<file path="src/rtl/ascon_ctrl_fsm_if.sv">
// Handshake and datapath-control bundle between the ASCON-128a sequencer
// and its surroundings (wrapper on the block side, permutation/XOR/register
// datapath on the control side).
interface ascon_ctrl_fsm_if;
  logic       start_i;
  logic [3:0] nb_block_i;
  logic       block_valid_i;
  logic       block_ready_o;
  logic       enable_o;
  logic [3:0] round_o;
  logic       input_mode_o;
  logic       en_xor_begin_data_o;
  logic       en_xor_begin_key_o;
  logic       bypass_xor_end_o;
  logic       mode_xor_key_o;
  logic       en_reg_cipher_o;
  logic       en_reg_tag_o;
  logic       cipher_valid_o;
  logic [3:0] block_cnt_o;
  logic       busy_o;
  logic       done_o;

  // Wrapper / stimulus side: issues start and blocks, observes control.
  modport master (
    output start_i, nb_block_i, block_valid_i,
    input  block_ready_o, enable_o, round_o, input_mode_o,
           en_xor_begin_data_o, en_xor_begin_key_o, bypass_xor_end_o,
           mode_xor_key_o, en_reg_cipher_o, en_reg_tag_o, cipher_valid_o,
           block_cnt_o, busy_o, done_o
  );

  // Sequencer side.
  modport slave (
    input  start_i, nb_block_i, block_valid_i,
    output block_ready_o, enable_o, round_o, input_mode_o,
           en_xor_begin_data_o, en_xor_begin_key_o, bypass_xor_end_o,
           mode_xor_key_o, en_reg_cipher_o, en_reg_tag_o, cipher_valid_o,
           block_cnt_o, busy_o, done_o
  );
endinterface

</file>
<file path="src/rtl/ascon_ctrl_fsm.sv">
// ASCON-128a encryption sequencer: walks init (a rounds), one AD block
// (b rounds), N plaintext blocks and finalisation (a rounds), driving the
// round index, XOR stage controls and register enables as a Moore machine.
module ascon_ctrl_fsm #(
  parameter int ROUNDS_A = 12,
  parameter int ROUNDS_B = 8
) (
  input logic           clock_i,
  input logic           resetb_i,
  ascon_ctrl_fsm_if.slave ctrl
);

  localparam logic [3:0] S_IDLE    = 4'd0;
  localparam logic [3:0] S_INIT    = 4'd1;
  localparam logic [3:0] S_WAIT_AD = 4'd2;
  localparam logic [3:0] S_AD      = 4'd3;
  localparam logic [3:0] S_WAIT_PT = 4'd4;
  localparam logic [3:0] S_PT      = 4'd5;
  localparam logic [3:0] S_FINAL   = 4'd6;
  localparam logic [3:0] S_TAG     = 4'd7;
  localparam logic [3:0] S_DONE    = 4'd8;

  // Round constants are indexed so every phase ends on round 11.
  localparam logic [3:0] ROUND_LAST    = 4'd11;
  localparam logic [3:0] ROUND_A_FIRST = 4'(12 - ROUNDS_A);
  localparam logic [3:0] ROUND_B_FIRST = 4'(12 - ROUNDS_B);

  logic [3:0] state;
  logic [3:0] round;
  logic [3:0] block_cnt;
  logic [3:0] nb_last;
  logic       cipher_valid;
  logic       round_done;

  logic       block_ready;
  logic       enable;
  logic [3:0] round_out;
  logic       input_mode;
  logic       en_xor_begin_data;
  logic       en_xor_begin_key;
  logic       bypass_xor_end;
  logic       mode_xor_key;
  logic       en_reg_cipher;
  logic       en_reg_tag;
  logic       done;

  assign round_done = (round == ROUND_LAST);

  // Phase sequencing, round counter and plaintext block counter.
  always_ff @(posedge clock_i or negedge resetb_i) begin
    if (!resetb_i) begin
      state     <= S_IDLE;
      round     <= 4'd0;
      block_cnt <= 4'd0;
      nb_last   <= 4'd0;
    end else begin
      case (state)
        S_IDLE: begin
          if (ctrl.start_i) begin
            state     <= S_INIT;
            round     <= ROUND_A_FIRST;
            block_cnt <= 4'd0;
            nb_last   <= (ctrl.nb_block_i == 4'd0) ? 4'd0 : ctrl.nb_block_i - 4'd1;
          end
        end
        S_INIT: begin
          if (round_done) state <= S_WAIT_AD;
          else            round <= round + 4'd1;
        end
        S_WAIT_AD: begin
          if (ctrl.block_valid_i) begin
            state <= S_AD;
            round <= ROUND_B_FIRST;
          end
        end
        S_AD: begin
          if (round_done) begin
            state     <= S_WAIT_PT;
            block_cnt <= 4'd0;
          end else begin
            round <= round + 4'd1;
          end
        end
        S_WAIT_PT: begin
          if (ctrl.block_valid_i) begin
            if (block_cnt == nb_last) begin
              state <= S_FINAL;
              round <= ROUND_A_FIRST;
            end else begin
              state <= S_PT;
              round <= ROUND_B_FIRST;
            end
          end
        end
        S_PT: begin
          if (round_done) begin
            state <= S_WAIT_PT;
            if (block_cnt != 4'hF) block_cnt <= block_cnt + 4'd1;
          end else begin
            round <= round + 4'd1;
          end
        end
        S_FINAL: begin
          if (round_done) state <= S_TAG;
          else            round <= round + 4'd1;
        end
        S_TAG:   state <= S_DONE;
        S_DONE:  state <= S_IDLE;
        default: state <= S_IDLE;
      endcase
    end
  end

  // Cipher-valid trails the cipher register load by one cycle.
  always_ff @(posedge clock_i or negedge resetb_i) begin
    if (!resetb_i) cipher_valid <= 1'b0;
    else           cipher_valid <= en_reg_cipher;
  end

  // Datapath controls decoded from phase and round index.
  always_comb begin
    block_ready       = 1'b0;
    enable            = 1'b0;
    round_out         = 4'd0;
    input_mode        = 1'b0;
    en_xor_begin_data = 1'b0;
    en_xor_begin_key  = 1'b0;
    bypass_xor_end    = 1'b1;
    mode_xor_key      = 1'b0;
    en_reg_cipher     = 1'b0;
    en_reg_tag        = 1'b0;
    done              = 1'b0;
    case (state)
      S_INIT: begin
        enable     = 1'b1;
        round_out  = round;
        input_mode = (round != ROUND_A_FIRST);
        if (round_done) begin
          bypass_xor_end = 1'b0;
          mode_xor_key   = 1'b1;
        end
      end
      S_AD: begin
        enable     = 1'b1;
        round_out  = round;
        input_mode = 1'b1;
        if (round == ROUND_B_FIRST) begin
          en_xor_begin_data = 1'b1;
          block_ready       = 1'b1;
        end
        if (round_done) bypass_xor_end = 1'b0;
      end
      S_PT: begin
        enable     = 1'b1;
        round_out  = round;
        input_mode = 1'b1;
        if (round == ROUND_B_FIRST) begin
          en_xor_begin_data = 1'b1;
          en_reg_cipher     = 1'b1;
          block_ready       = 1'b1;
        end
      end
      S_FINAL: begin
        enable     = 1'b1;
        round_out  = round;
        input_mode = 1'b1;
        if (round == ROUND_A_FIRST) begin
          en_xor_begin_data = 1'b1;
          en_xor_begin_key  = 1'b1;
          en_reg_cipher     = 1'b1;
          block_ready       = 1'b1;
        end
        if (round_done) begin
          bypass_xor_end = 1'b0;
          mode_xor_key   = 1'b1;
        end
      end
      S_TAG:   en_reg_tag = 1'b1;
      S_DONE:  done = 1'b1;
      default: ;
    endcase
  end

  assign ctrl.block_ready_o       = block_ready;
  assign ctrl.enable_o            = enable;
  assign ctrl.round_o             = round_out;
  assign ctrl.input_mode_o        = input_mode;
  assign ctrl.en_xor_begin_data_o = en_xor_begin_data;
  assign ctrl.en_xor_begin_key_o  = en_xor_begin_key;
  assign ctrl.bypass_xor_end_o    = bypass_xor_end;
  assign ctrl.mode_xor_key_o      = mode_xor_key;
  assign ctrl.en_reg_cipher_o     = en_reg_cipher;
  assign ctrl.en_reg_tag_o        = en_reg_tag;
  assign ctrl.cipher_valid_o      = cipher_valid;
  assign ctrl.block_cnt_o         = block_cnt;
  assign ctrl.busy_o              = (state != S_IDLE);
  assign ctrl.done_o              = done;

endmodule
</file>
<file path="src/flat_wrapper.sv">
// flat-port wrapper written by rule: the top's interface ports become plain ports
module ascon_ctrl_fsm_flat 
#(
  parameter int ROUNDS_A = 12,
  parameter int ROUNDS_B = 8
)
  (clock_i, resetb_i, ctrl_start_i, ctrl_nb_block_i, ctrl_block_valid_i, ctrl_block_ready_o, ctrl_enable_o, ctrl_round_o, ctrl_input_mode_o, ctrl_en_xor_begin_data_o, ctrl_en_xor_begin_key_o, ctrl_bypass_xor_end_o, ctrl_mode_xor_key_o, ctrl_en_reg_cipher_o, ctrl_en_reg_tag_o, ctrl_cipher_valid_o, ctrl_block_cnt_o, ctrl_busy_o, ctrl_done_o);
  ascon_ctrl_fsm_if ctrl_i ();
  input logic clock_i;
  input logic resetb_i;
  input wire logic [$bits(ctrl_i.start_i)-1:0] ctrl_start_i;
  input wire logic [$bits(ctrl_i.nb_block_i)-1:0] ctrl_nb_block_i;
  input wire logic [$bits(ctrl_i.block_valid_i)-1:0] ctrl_block_valid_i;
  output wire logic [$bits(ctrl_i.block_ready_o)-1:0] ctrl_block_ready_o;
  output wire logic [$bits(ctrl_i.enable_o)-1:0] ctrl_enable_o;
  output wire logic [$bits(ctrl_i.round_o)-1:0] ctrl_round_o;
  output wire logic [$bits(ctrl_i.input_mode_o)-1:0] ctrl_input_mode_o;
  output wire logic [$bits(ctrl_i.en_xor_begin_data_o)-1:0] ctrl_en_xor_begin_data_o;
  output wire logic [$bits(ctrl_i.en_xor_begin_key_o)-1:0] ctrl_en_xor_begin_key_o;
  output wire logic [$bits(ctrl_i.bypass_xor_end_o)-1:0] ctrl_bypass_xor_end_o;
  output wire logic [$bits(ctrl_i.mode_xor_key_o)-1:0] ctrl_mode_xor_key_o;
  output wire logic [$bits(ctrl_i.en_reg_cipher_o)-1:0] ctrl_en_reg_cipher_o;
  output wire logic [$bits(ctrl_i.en_reg_tag_o)-1:0] ctrl_en_reg_tag_o;
  output wire logic [$bits(ctrl_i.cipher_valid_o)-1:0] ctrl_cipher_valid_o;
  output wire logic [$bits(ctrl_i.block_cnt_o)-1:0] ctrl_block_cnt_o;
  output wire logic [$bits(ctrl_i.busy_o)-1:0] ctrl_busy_o;
  output wire logic [$bits(ctrl_i.done_o)-1:0] ctrl_done_o;
  assign ctrl_i.start_i = ctrl_start_i;
  assign ctrl_i.nb_block_i = ctrl_nb_block_i;
  assign ctrl_i.block_valid_i = ctrl_block_valid_i;
  assign ctrl_block_ready_o = ctrl_i.block_ready_o;
  assign ctrl_enable_o = ctrl_i.enable_o;
  assign ctrl_round_o = ctrl_i.round_o;
  assign ctrl_input_mode_o = ctrl_i.input_mode_o;
  assign ctrl_en_xor_begin_data_o = ctrl_i.en_xor_begin_data_o;
  assign ctrl_en_xor_begin_key_o = ctrl_i.en_xor_begin_key_o;
  assign ctrl_bypass_xor_end_o = ctrl_i.bypass_xor_end_o;
  assign ctrl_mode_xor_key_o = ctrl_i.mode_xor_key_o;
  assign ctrl_en_reg_cipher_o = ctrl_i.en_reg_cipher_o;
  assign ctrl_en_reg_tag_o = ctrl_i.en_reg_tag_o;
  assign ctrl_cipher_valid_o = ctrl_i.cipher_valid_o;
  assign ctrl_block_cnt_o = ctrl_i.block_cnt_o;
  assign ctrl_busy_o = ctrl_i.busy_o;
  assign ctrl_done_o = ctrl_i.done_o;
  ascon_ctrl_fsm #(.ROUNDS_A(ROUNDS_A), .ROUNDS_B(ROUNDS_B)) u_core (.clock_i(clock_i), .resetb_i(resetb_i), .ctrl(ctrl_i));
endmodule
</file>
<file path="config.mk">
export PLATFORM = sky130hd
export DESIGN_NAME = ascon_ctrl_fsm_flat
export DESIGN_NICKNAME = d
export VERILOG_FILES = /design/src/rtl/ascon_ctrl_fsm_if.sv /design/src/rtl/ascon_ctrl_fsm.sv /design/src/flat_wrapper.sv
export SDC_FILE = /design/constraint.sdc
export NUM_CORES = 1
export LEC_CHECK = 0
export BUFFER_PORTS_ARGS = -buffer_cell sky130_fd_sc_hd__buf_2
export CAP_MARGIN = 20
export CORE_UTILIZATION = 53
export CTS_CLUSTER_DIAMETER = 40
export DETAILED_ROUTE_END_ITERATION = 8
export GPL_TIMING_DRIVEN = 1
export PLACE_DENSITY = 0.74
export SYNTH_ARGS = -nofsm -noshare
export SYNTH_HDL_FRONTEND = slang
export SYNTH_SLANG_ARGS = --single-unit
</file>
<file path="constraint.sdc">
create_clock -name clock_i -period 2.5 [get_ports clock_i]
set_input_delay 0.25 -clock clock_i [delete_from_list [all_inputs] [get_ports clock_i]]
set_output_delay 0.25 -clock clock_i [all_outputs]
set_load 0.01 [all_outputs]
</file>
==> results by group, run 1 <==
Timing
  – Final Hold Fails: 0
  – Setup TNS: 0 ns
  – Fmax: 471.5 MHz
  – Worst Tran Pin Value: ~0.60 ns
  – Period utilization: 84.84%
  – RSZ-0062 raised after global routing: false
  – Slew Viols, Final: 0
  – Setup violations, final: 0
  – Final Critical Period: around 2.1 ns
  – Worst Skew: 0.001636 ns
  – Relative slew slack: approximately three fifths

Logic synthesis
  – Post-synth top flop: dfrtp_1
  – Sequential-to-total area share from yosys stat: approximately a third
  – Top-count cell post-synth: dfrtp_1
  – #FFs+latches synth: 17
  – Avg Cell Area, Syn: a little under 9 um2
  – Number of synthesized flops with an enable pin: 0
  – Synth Cell Area: about 1300 um2
  – Synthesized Nets: about 150
  – Ys Warns: 0
  – Top cells by count, synth: dfrtp_1, nand2_1, a21oi_1
  – Distinct cells, synth: just under 50
  – Dominant cells by area after synthesis: dfrtp_1, xor2_1, nand2_1
  – Yosys top cell area share: about a third
  – Cells after Synth: between 100 and 150
  – Cell taking the most area after synthesis: dfrtp_1
  – Async S/R FF share, synth: between 90% and 100%

Critical path
  – Max FO, Critical Path: 12
  – CP Class: flop to primary output
  – WP data required: ~2.3 ns
  – Critical-path cell list: buf_4 > and3b_1 > o21a_1 > o41a_1 > buf_2
  – Critical path arrival: roughly 1.9 ns
  – Setup crit start kind: flop
  – CP max-delay cell: dfrtp_1
  – Top Family by Delay on Critical Path: flip-flops
  – Setup crit end kind: primary output
  – Buf/Inv on CP: 2
  – Slowest stage delay, CP: 0.49 ns

Floorplanning
  – Rows: 17
  – Io pins: 28
  – Starting density of the core: 56.25%
  – Die area: approximately 2600 um2
  – Core box area: roughly 2200 um2
  – Chip height: roughly 50 um
  – Die X: about 51 um

Global route
  – First-pass GRT wire length: 4954 um
  – Initial antenna violation count: 0
  – Largest net degree at the start of global routing: 25
  – GR Util All Layers: approximately a quarter
  – GR Overflow Total: 0
  – Vias in the first global route: ~1100

Clock tree
  – Clk sink count: 17
  – CTS buffer count: 3
  – Post-CTS sizing: 0
  – CTS clk-pin slew, worst paths: around 0.1 ns
  – Hold buffers post-CTS: 1
  – CTS tree: built
  – H-tree depth: 1
  – Clock Tree Buf Depth: 2
  – Post-CTS setup buffers: 0
  – Clk_lat worst skew: ~0.30 ns
  – Root Buffer: clkbuf_4

Pwr
  – Power per Cell Area: ~970 nW/um2
  – Max rail drop VDD: approximately 0.57 mV
  – Tot Pwr: around 1400 uW
  – Leakage: around 0.0007 uW

Layout
  – Nets: roughly 180
  – Syn-to-layout area delta: 14.94%
  – Share of layout cells above drive strength 1: 26.47%
  – FILL cells: 199
  – # diodes: 0

Route
  – DRC errors left: 0
  – DR WL/cell: 14.28 um
  – Routed Antenna Nets: 0
  – DR vias/cell: roughly 6
  – DRT Pass-1 Iters: 4
  – Initial DRC count: 36
  – Routed wire length: between 2000 and 3000 um
  – DR vias: approximately 1200

Status
  – Status: finished, final reports clean

Placed design
  – PortBufs: 27
  – Final HPWL DP: 2060 um
  – Final Wtd Congestion: 0.7874

Hold path
  – Tightest Hold Check Type: primary input to flop

Job
  – Max_cap viols: 0
placed cells by master, fill, tap and decap left out, types with 2 or more instances in the layout:
| cell type | count |
|---|---|
| ha_1 | 3 |
| a21oi_1 | 8 |
| xor2_1 | 6 |
| nor2_1 | 7 |
| buf_2 | 27 |
| a32oi_1 | 2 |
| nand2_1 | 12 |
| nor3_1 | 7 |
| o21ai_0 | 7 |
| dfrtp_1 | 17 |
| nand2b_1 | 3 |
| o2bb2ai_1 | 3 |
| a32o_1 | 2 |
| o31ai_1 | 3 |
| nor2b_1 | 4 |
| and3_1 | 2 |
| inv_1 | 3 |
| nand3_1 | 5 |
| o211ai_1 | 2 |
| buf_4 | 5 |
| or4b_2 | 2 |
| a31oi_1 | 2 |
| and3b_1 | 3 |
| clkbuf_4 | 3 |
| nand3b_1 | 3 |
| and2_1 | 5 |
area by class of cell:
cell class              count  area, um2  share of cell area [%]
multi-input cells         113      762.0                   52.77
flip-flops and latches     17      425.4                   29.46
repair buffers             33      182.7                   12.65
well taps                  28      35.03                   2.426
clock buffers               3      22.52                   1.560
inverters                   3      11.26                  0.7799
clock inverters             1      5.005                  0.3466
flip-flops by register name, indices dropped and copies added (netlist names):
register                    flops
u_core.ctrl.block_cnt_o         4
u_core.ctrl.cipher_valid_o      1
u_core.nb_last                  4
u_core.round                    4
u_core.state                    4
report_power, final:
| group | total [uW] | switching [uW] | internal [uW] |
|---|---|---|---|
| combinational | 781 | 410 | 370 |
| sequential | 468 | 112 | 356 |
| clock | 154 | 94.7 | 59.7 |
| total | 1400 | 617 | 786 |
cells by family (layout without fill, tap and decap cells):
kind of cell               after synthesis  after routing  share of synthesized area (%)
AOI/OAI and AO/OA                       37             37                          20.42
xor gates and xnor gates                 7              7                          4.881
adders and majority gates                4              4                          3.885
buffers and inverters                   13             40                          5.478
DFF                                     17             17                          33.86
muxes                                    2              2                          1.992
and+or+nand+nor                         63             63                          29.48
metal layers:
| metal | vias up | share of wire, % | GRT usage, % |
|---|---|---|---|
| li1 | 583 | - | - |
| met1 | 550 | 43 | 32.19 |
| met2 | 48 | 49 | 43.56 |
| met3 | 7 | 5.8 | 3.333 |
| met4 | 0 | 2.2 | 12.04 |
| met5 | - | 0 | 0 |
stage by stage:
stage	utilization, %	cell area (um2)	hold slack, ns	cells	setup slack (ns)
finish	64.65	1444	0.1791	198	0.3790
global route	64.65	1444	0.2152	198	0.2380
CTS	64.65	1444	0.1730	198	0.3724
detailed placement	62.97	1406	0.2003	193	0.4028
global placement	62.97	1406	0.1922	193	0.4345
floorplan	-	1256	-0.04559	143	0.4593
path summary, 6_finish.rpt:
| kind | from | endpoint | slack [ns] | depth (start not counted) |
|---|---|---|---|---|
| worst max-delay path | u_core.state[1]$_DFFE_PN0P_ | ctrl_input_mode_o | 0.38 | 5 |
| worst min-delay path | ctrl_nb_block_i[0] | u_core.nb_last[0]$_DFFE_PN0P_ | 0.18 | 2 |
| worst max register to register | u_core.round[0]$_DFFE_PN0P_ | u_core.round[2]$_DFFE_PN0P_ | 0.38 | 5 |
| worst min register to register | u_core.nb_last[2]$_DFFE_PN0P_ | u_core.nb_last[2]$_DFFE_PN0P_ | 0.51 | 1 |
| max in group asynchronous | resetb_i | u_core.ctrl.block_cnt_o[2]$_DFFE_PN0P_ | 1.83 | 2 |
| min in group asynchronous | resetb_i | u_core.round[3]$_DFFE_PN0P_ | 0.39 | 2 |
Note: power is estimated with default switching activity, not from simulation.
==> run 2: changes to the inputs <==
--- a/config.mk
+++ b/config.mk
@@ -5,6 +5,7 @@
 export SDC_FILE = /design/constraint.sdc
 export NUM_CORES = 1
 export LEC_CHECK = 0
+export ABC_AREA = 1
 export BUFFER_PORTS_ARGS = -buffer_cell sky130_fd_sc_hd__buf_2
 export CAP_MARGIN = 20
 export CORE_UTILIZATION = 53
==> constraint.sdc (replaced) <==
create_clock -name clock_i -period 2.14 [get_ports clock_i]
set_input_delay 0.214 -clock clock_i [delete_from_list [all_inputs] [get_ports clock_i]]
set_output_delay 0.214 -clock clock_i [all_outputs]
set_load 0.01 [all_outputs]
==> run 2 against run 1 <==
- first-iteration DRC count down 39%
- flip-flop and latch count unchanged
- die area down 0.30%
- sequential power up 12%
- clock power up 13%
- power up 37%
- clock-buffer cell count up 1
- final cell count up 25%
- worst hold slack worse by 0.041 ns
- critical path type unchanged
- largest power group unchanged
==> results by group, run 2 <==
Status
  – Status: finished, final reports clean

Hold path
  – HP Start: ctrl_nb_block_i[0]
  – Worst hold path depth: 2
  – Hold EP: u_core.nb_last[0]$_DFFE_PN0P_
  – Tightest Hold Check Type: primary input to flop

Timing
  – Relative slew slack: 74.27%
  – Setup TNS: 0 ns
  – RSZ-0062 raised after global routing: false
  – Setup violations, final: 0
  – Worst Skew: around 0.0055 ns
  – Final Hold Fails: 0
  – Worst Tran Pin Value: slightly below 0.4 ns
  – Fmax: about 520 MHz
  – Slew Viols, Final: 0
  – Final Critical Period: about 1.9 ns
  – Period utilization: 89.64%

Route
  – DR vias/cell: between 5 and 6
  – DR WL/cell: roughly 11 um
  – DRT Pass-1 Iters: 4
  – DR vias: approximately 1300
  – DRC errors left: 0
  – Initial DRC count: 22
  – Routed Antenna Nets: 0
  – Routed wire length: between 2000 and 3000 um

Critical path
  – Top Family by Delay on Critical Path: simple AND/OR/NAND/NOR gates
  – Max FO, Critical Path: 9
  – CP Class: flop to primary output
  – Setup crit start kind: flop
  – Slowest stage delay, CP: between 0.4 and 0.5 ns
  – CP max-delay cell: dfrtp_1
  – Buf/Inv on CP: 2
  – R2R depth: 9
  – Worst reg-to-reg setup slack: around 0.58 ns
  – Setup crit end kind: primary output
  – Worst r2r src: u_core.state[1]$_DFFE_PN0P_
  – Critical path arrival: 1.70 ns
  – Critical-path cell list: nor2_2 > nand2_1 > nand2_2 > inv_2 > o21ai_0 > buf_2
  – WP data required: ~1.9 ns
  – Capture point of the worst reg-to-reg path: u_core.state[2]$_DFFE_PN0P_

Clock tree
  – Root Buffer: clkbuf_4
  – H-tree depth: 1
  – CTS clk-pin slew, worst paths: ~0.10 ns
  – CTS buffer count: 3
  – Clock Tree Buf Depth: 2
  – Post-CTS setup buffers: 0
  – CTS tree: built
  – Clk sink count: 17
  – Clk_lat worst skew: a little under 0.3 ns

Pwr
  – Max rail drop VDD: between 0.7 and 0.8 mV
  – Leakage: 0.0007931 uW
  – Power per Cell Area: between 1000 and 1500 nW/um2

Logic synthesis
  – Number of synthesized flops with an enable pin: 0
  – Cells after Synth: about 190
  – Dominant cells by area after synthesis: dfrtp_1, nand2_1, inv_1
  – Synthesized Nets: 200
  – Sequential-to-total area share from yosys stat: 33.97%
  – Avg Cell Area, Syn: ~6.6 um2
  – Async S/R FF share, synth: between 90% and 100%
  – Distinct cells, synth: 22
  – Top-count cell post-synth: nand2_1
  – Synth Cell Area: between 1000 and 1500 um2
  – Ys Warns: 0
  – Yosys top cell area share: 33.97%
  – Post-synth top flop: dfrtp_1
  – #FFs+latches synth: 17
  – Top cells by count, synth: nand2_1, inv_1, nor2_1
  – Cell taking the most area after synthesis: dfrtp_1

Floorplanning
  – Starting density of the core: a little under three fifths
  – Core box area: 2212 um2
  – Io pins: 28
  – Die area: roughly 2600 um2
  – Rows: 17
  – Die X: slightly above 50 um
  – Chip height: 50.61 um

Global route
  – Vias in the first global route: roughly 1200
  – Initial antenna violation count: 0
  – GR Overflow Total: 0
  – Largest net degree at the start of global routing: 18
  – First-pass GRT wire length: 4878 um
  – GR Util All Layers: between 20% and 30%

Placed design
  – Final Wtd Congestion: ~0.94
  – Inst Count DP: around 240
  – PortBufs: 27
  – Final HPWL DP: between 2000 and 2500 um

Layout
  – Share of layout cells above drive strength 1: 20.91%
  – Final cell count without fillers: between 200 and 250
  – Syn-to-layout area delta: 15.88%
  – Most frequent cells in the layout: nand2_1, buf_2, inv_1, nor2_1, dfrtp_1
  – Nets: around 230
  – # diodes: 0
  – Commonest non-fill, non-tap cell in the layout: nand2_1

Job
  – Max_cap viols: 0
## run 2: metrics by stage
stage | setup WS, ns | hold slack (ns) | cell area [um2] | total power, uW | utilization (%)
floorplan | 0.4673 | -0.08159 | 1252 | 1445 | -
global placement | 0.5962 | 0.1510 | 1415 | 1729 | 63.97
detailed placement | 0.5596 | 0.1575 | 1415 | 1749 | 63.97
CTS | 0.2170 | 0.1286 | 1451 | 1936 | 65.61
global route | 0.03253 | 0.1351 | 1451 | 2126 | 65.61
finish | 0.2218 | 0.1379 | 1451 | 1926 | 65.61
## run 2: final cells by class
| cell class | count | area [um2] |
|---|---|---|
| sequential | 17 | 425.4 |
| timing repair buffer | 28 | 145.1 |
| fill | 222 | 760.7 |
| clock buffer | 4 | 26.28 |
| tap | 28 | 35.03 |
| inverter | 26 | 97.59 |
| multi-input combinational | 145 | 721.9 |
## run 2: per-layer routing
layer | global-route usage, % | part of all wire, %
met5 | 0 | 0
met4 | 7.870 | 0.61
met3 | 3.636 | 2.8
met2 | 45.11 | 49
met1 | 30.93 | 47
## run 2: worst max path at each step
stage	startpoint	endpoint	slack, ns	depth (start not counted)
after floorplan	u_core.state[2]$_DFFE_PN0P_	ctrl_en_xor_begin_data_o	0.47	6
after global placement	u_core.state[2]$_DFFE_PN0P_	ctrl_en_xor_begin_data_o	0.60	6
after detailed placement	u_core.state[2]$_DFFE_PN0P_	ctrl_en_xor_begin_data_o	0.56	6
after CTS	u_core.state[2]$_DFFE_PN0P_	ctrl_en_xor_begin_data_o	0.22	6
after global routing	u_core.state[2]$_DFFE_PN0P_	ctrl_block_ready_o	0.03	6
final	u_core.state[2]$_DFFE_PN0P_	ctrl_en_xor_begin_data_o	0.22	6
## run 2: cells by family after synthesis
group / count (synthesis) / synth area share [%]
simple gates: 118 / 43.36
buf+inv: 27 / 8.392
compound gates: 21 / 9.190
flops: 17 / 33.97
xor+xnor: 3 / 2.098
fa+ha+maj: 3 / 2.997
## run 2: repair_timing
item / 4_1_cts / 5_1_grt
hold buffers: 1 / 0
resized for setup: 0 / 0
hold endpoints to repair: 17 / 0
## run 2: report_power, final
group	switching (uW)	internal, uW
registers	98.2	426
clock network	102	72.4
logic	817	411
total	1020	909
==> run 3: changes to the inputs <==
--- a/config.mk
+++ b/config.mk
@@ -6,9 +6,10 @@
 export NUM_CORES = 1
 export LEC_CHECK = 0
 export ABC_AREA = 1
-export BUFFER_PORTS_ARGS = -buffer_cell sky130_fd_sc_hd__buf_2
+export BUFFER_PORTS_ARGS = -buffer_cell sky130_fd_sc_hd__buf_4
 export CAP_MARGIN = 20
 export CORE_UTILIZATION = 53
+export CTS_BUF_LIST = sky130_fd_sc_hd__clkbuf_4 sky130_fd_sc_hd__clkbuf_8 sky130_fd_sc_hd__clkbuf_16
 export CTS_CLUSTER_DIAMETER = 40
 export DETAILED_ROUTE_END_ITERATION = 8
 export GPL_TIMING_DRIVEN = 1
==> run 3 against run 2 <==
- die area did not move
- via count rose by 1.7%
- critical path depth rose by 1
- non-clock buffer count did not move
- highest routed layer unchanged
==> results by group, run 3 (synthesis gave the netlist of run 2 again) <==
Route
  – DR vias/cell: about 5.2
  – Initial DRC count: 31
  – DR WL/cell: around 11 um
  – DR vias: between 1000 and 1500
  – Routed Antenna Nets: 0
  – Routed wire length: 2848 um
  – DRC errors left: 0
  – DRT Pass-1 Iters: 4

Pwr
  – Sequential power share: 26.3%
  – Clk network pwr share: under 10%
  – Logic gate share of total power: 64.6%
  – Leakage: 0.0008064 uW
  – Power per Cell Area: 1316 nW/um2
  – Tot Pwr: 2006 uW
  – Sw frac: between 50% and 60%
  – Max rail drop VDD: between 0.7 and 0.8 mV
  – P_int: approximately 960 uW
  – NetSw: 1044 uW

Placed design
  – Final Wtd Congestion: ~0.9
  – PortBufs: 27
  – Final HPWL DP: 2235 um

Clock tree
  – CTS tree: built
  – Post-CTS setup buffers: 0
  – CTS buffer count: 3
  – CTS clk-pin slew, worst paths: between 0.1 and 0.15 ns
  – Clk sink count: 17
  – Root Buffer: clkbuf_4
  – Clk_lat worst skew: approximately 0.3 ns
  – Clock Tree Buf Depth: 2
  – H-tree depth: 1

Critical path
  – Worst r2r src: u_core.round[0]$_DFFE_PN0P_
  – CP Depth: 7
  – R2R depth: 6
  – Worst Setup EP: ctrl_block_ready_o
  – Setup crit start kind: flop
  – Origin of the worst setup path: u_core.state[1]$_DFFE_PN0P_
  – Capture point of the worst reg-to-reg path: u_core.ctrl.block_cnt_o[2]$_DFFE_PN0P_
  – CP Class: flop to primary output
  – CP max-delay cell: dfrtp_1
  – Critical path arrival: around 1.7 ns
  – Setup crit end kind: primary output
  – Top Family by Delay on Critical Path: simple AND/OR/NAND/NOR gates
  – Worst reg-to-reg setup slack: roughly 0.57 ns
  – Slowest stage delay, CP: ~0.46 ns
  – WP data required: roughly 1.9 ns
  – Critical-path cell list: inv_1 > nor2_1 > nand2_1 > nor2_1 > inv_1 > o21ai_1 > buf_4
  – Max FO, Critical Path: 6
  – Buf/Inv on CP: 3

Timing
  – Worst Tran Pin Value: 0.3798 ns
  – Fmax: between 500 and 600 MHz
  – Final Critical Period: 1.884 ns
  – RSZ-0062 raised after global routing: false
  – Worst Skew: around 0.00068 ns
  – Setup violations, final: 0
  – Setup TNS: 0 ns
  – Slew Viols, Final: 0
  – Period utilization: between 80 and 90%
  – Relative slew slack: 74.59%
  – Final Hold Fails: 0

Floorplanning
  – Core box area: about 2200 um2
  – Rows: 17
  – Die X: approximately 51 um
  – Chip height: between 50 and 60 um
  – Io pins: 28
  – Die area: approximately 2600 um2
  – Starting density of the core: a little under three fifths

Layout
  – Commonest non-fill, non-tap cell in the layout: nand2_1
  – Most frequent cells in the layout: nand2_1, buf_4, inv_1, nor2_1, dfrtp_1
  – # diodes: 0
  – Syn-to-layout area delta: 21.78%
  – Nets: ~230
  – Share of layout cells above drive strength 1: a little over a fifth
  – FILL cells: around 210

Status
  – Status: finished, final reports clean

Hold path
  – HP Start: ctrl_nb_block_i[0]
  – Tightest Hold Check Type: primary input to flop

Global route
  – GR Overflow Total: 0
  – Largest net degree at the start of global routing: 18
  – Vias in the first global route: 1123
  – GR Util All Layers: between 20 and 25%
  – First-pass GRT wire length: 4726 um
  – Initial antenna violation count: 0

Job
  – Max_cap viols: 0
-- run 3: worst min-delay path by stage --
stage	slack, ns	cells after the start	end
6_report	0.1	2	u_core.nb_last[0]$_DFFE_PN0P_
5_1_grt	0.09	2	u_core.nb_last[0]$_DFFE_PN0P_
4_1_cts	0.09	2	u_core.nb_last[0]$_DFFE_PN0P_
3_5_place_dp	0.09	1	u_core.state[0]$_DFFE_PN0P_
3_3_place_gp	0.09	1	u_core.ctrl.block_cnt_o[1]$_DFFE_PN0P_
2_1_floorplan	-0.08	0	u_core.ctrl.block_cnt_o[0]$_DFFE_PN0P_
-- run 3: stage by stage --
| step | util [%] | hold slack, ns | setup WS (ns) | std cells | cell area (um2) |
|---|---|---|---|---|---|
| after floorplan | - | -0.08159 | 0.4673 | 189 | 1252 |
| after global placement | 67.02 | 0.08845 | 0.5628 | 243 | 1483 |
| after detailed placement | 67.02 | 0.09080 | 0.4810 | 243 | 1483 |
| after CTS | 68.72 | 0.09413 | 0.1182 | 248 | 1520 |
| after global routing | 68.95 | 0.09056 | 0.04504 | 248 | 1525 |
| final | 68.95 | 0.09724 | 0.2565 | 248 | 1525 |
-- run 3: final cells by class --
cell class | instances | area, um2 | share of cell area [%]
inverters | 26 | 97.59 | 6.399
multi-input cells | 145 | 726.9 | 47.66
well taps | 28 | 35.03 | 2.297
clock buffers | 3 | 22.52 | 1.477
flip-flops and latches | 17 | 425.4 | 27.89
clock inverters | 1 | 5.005 | 0.3281
repair buffers | 28 | 212.7 | 13.95
-- run 3: what timing repair did --
item | 4_1_cts | 5_1_grt
endpoints found under the setup margin | 0 | 2
hold buffers | 1 | 0
endpoints found under the hold margin | 17 | 0
resized for setup | 0 | 2
-- run 3: per-layer routing --
layer | GRT usage [%] | up-vias | part of all wire [%]
met5 | 0 | - | 0
met2 | 40.44 | 36 | 48
met1 | 31.64 | 584 | 45
met4 | 12.50 | 0 | 2.7
met3 | 4.242 | 9 | 3.9
li1 | - | 655 | -
-- run 3: power groups by stage --
stage / clock (uW) / combinational, uW / sequential, uW
after floorplan: 0 / 931 / 514
after global placement: 0 / 1270 / 525
after detailed placement: 0 / 1280 / 530
after CTS: 185 / 1290 / 524
after global routing: 199 / 1460 / 545
final: 182 / 1300 / 528
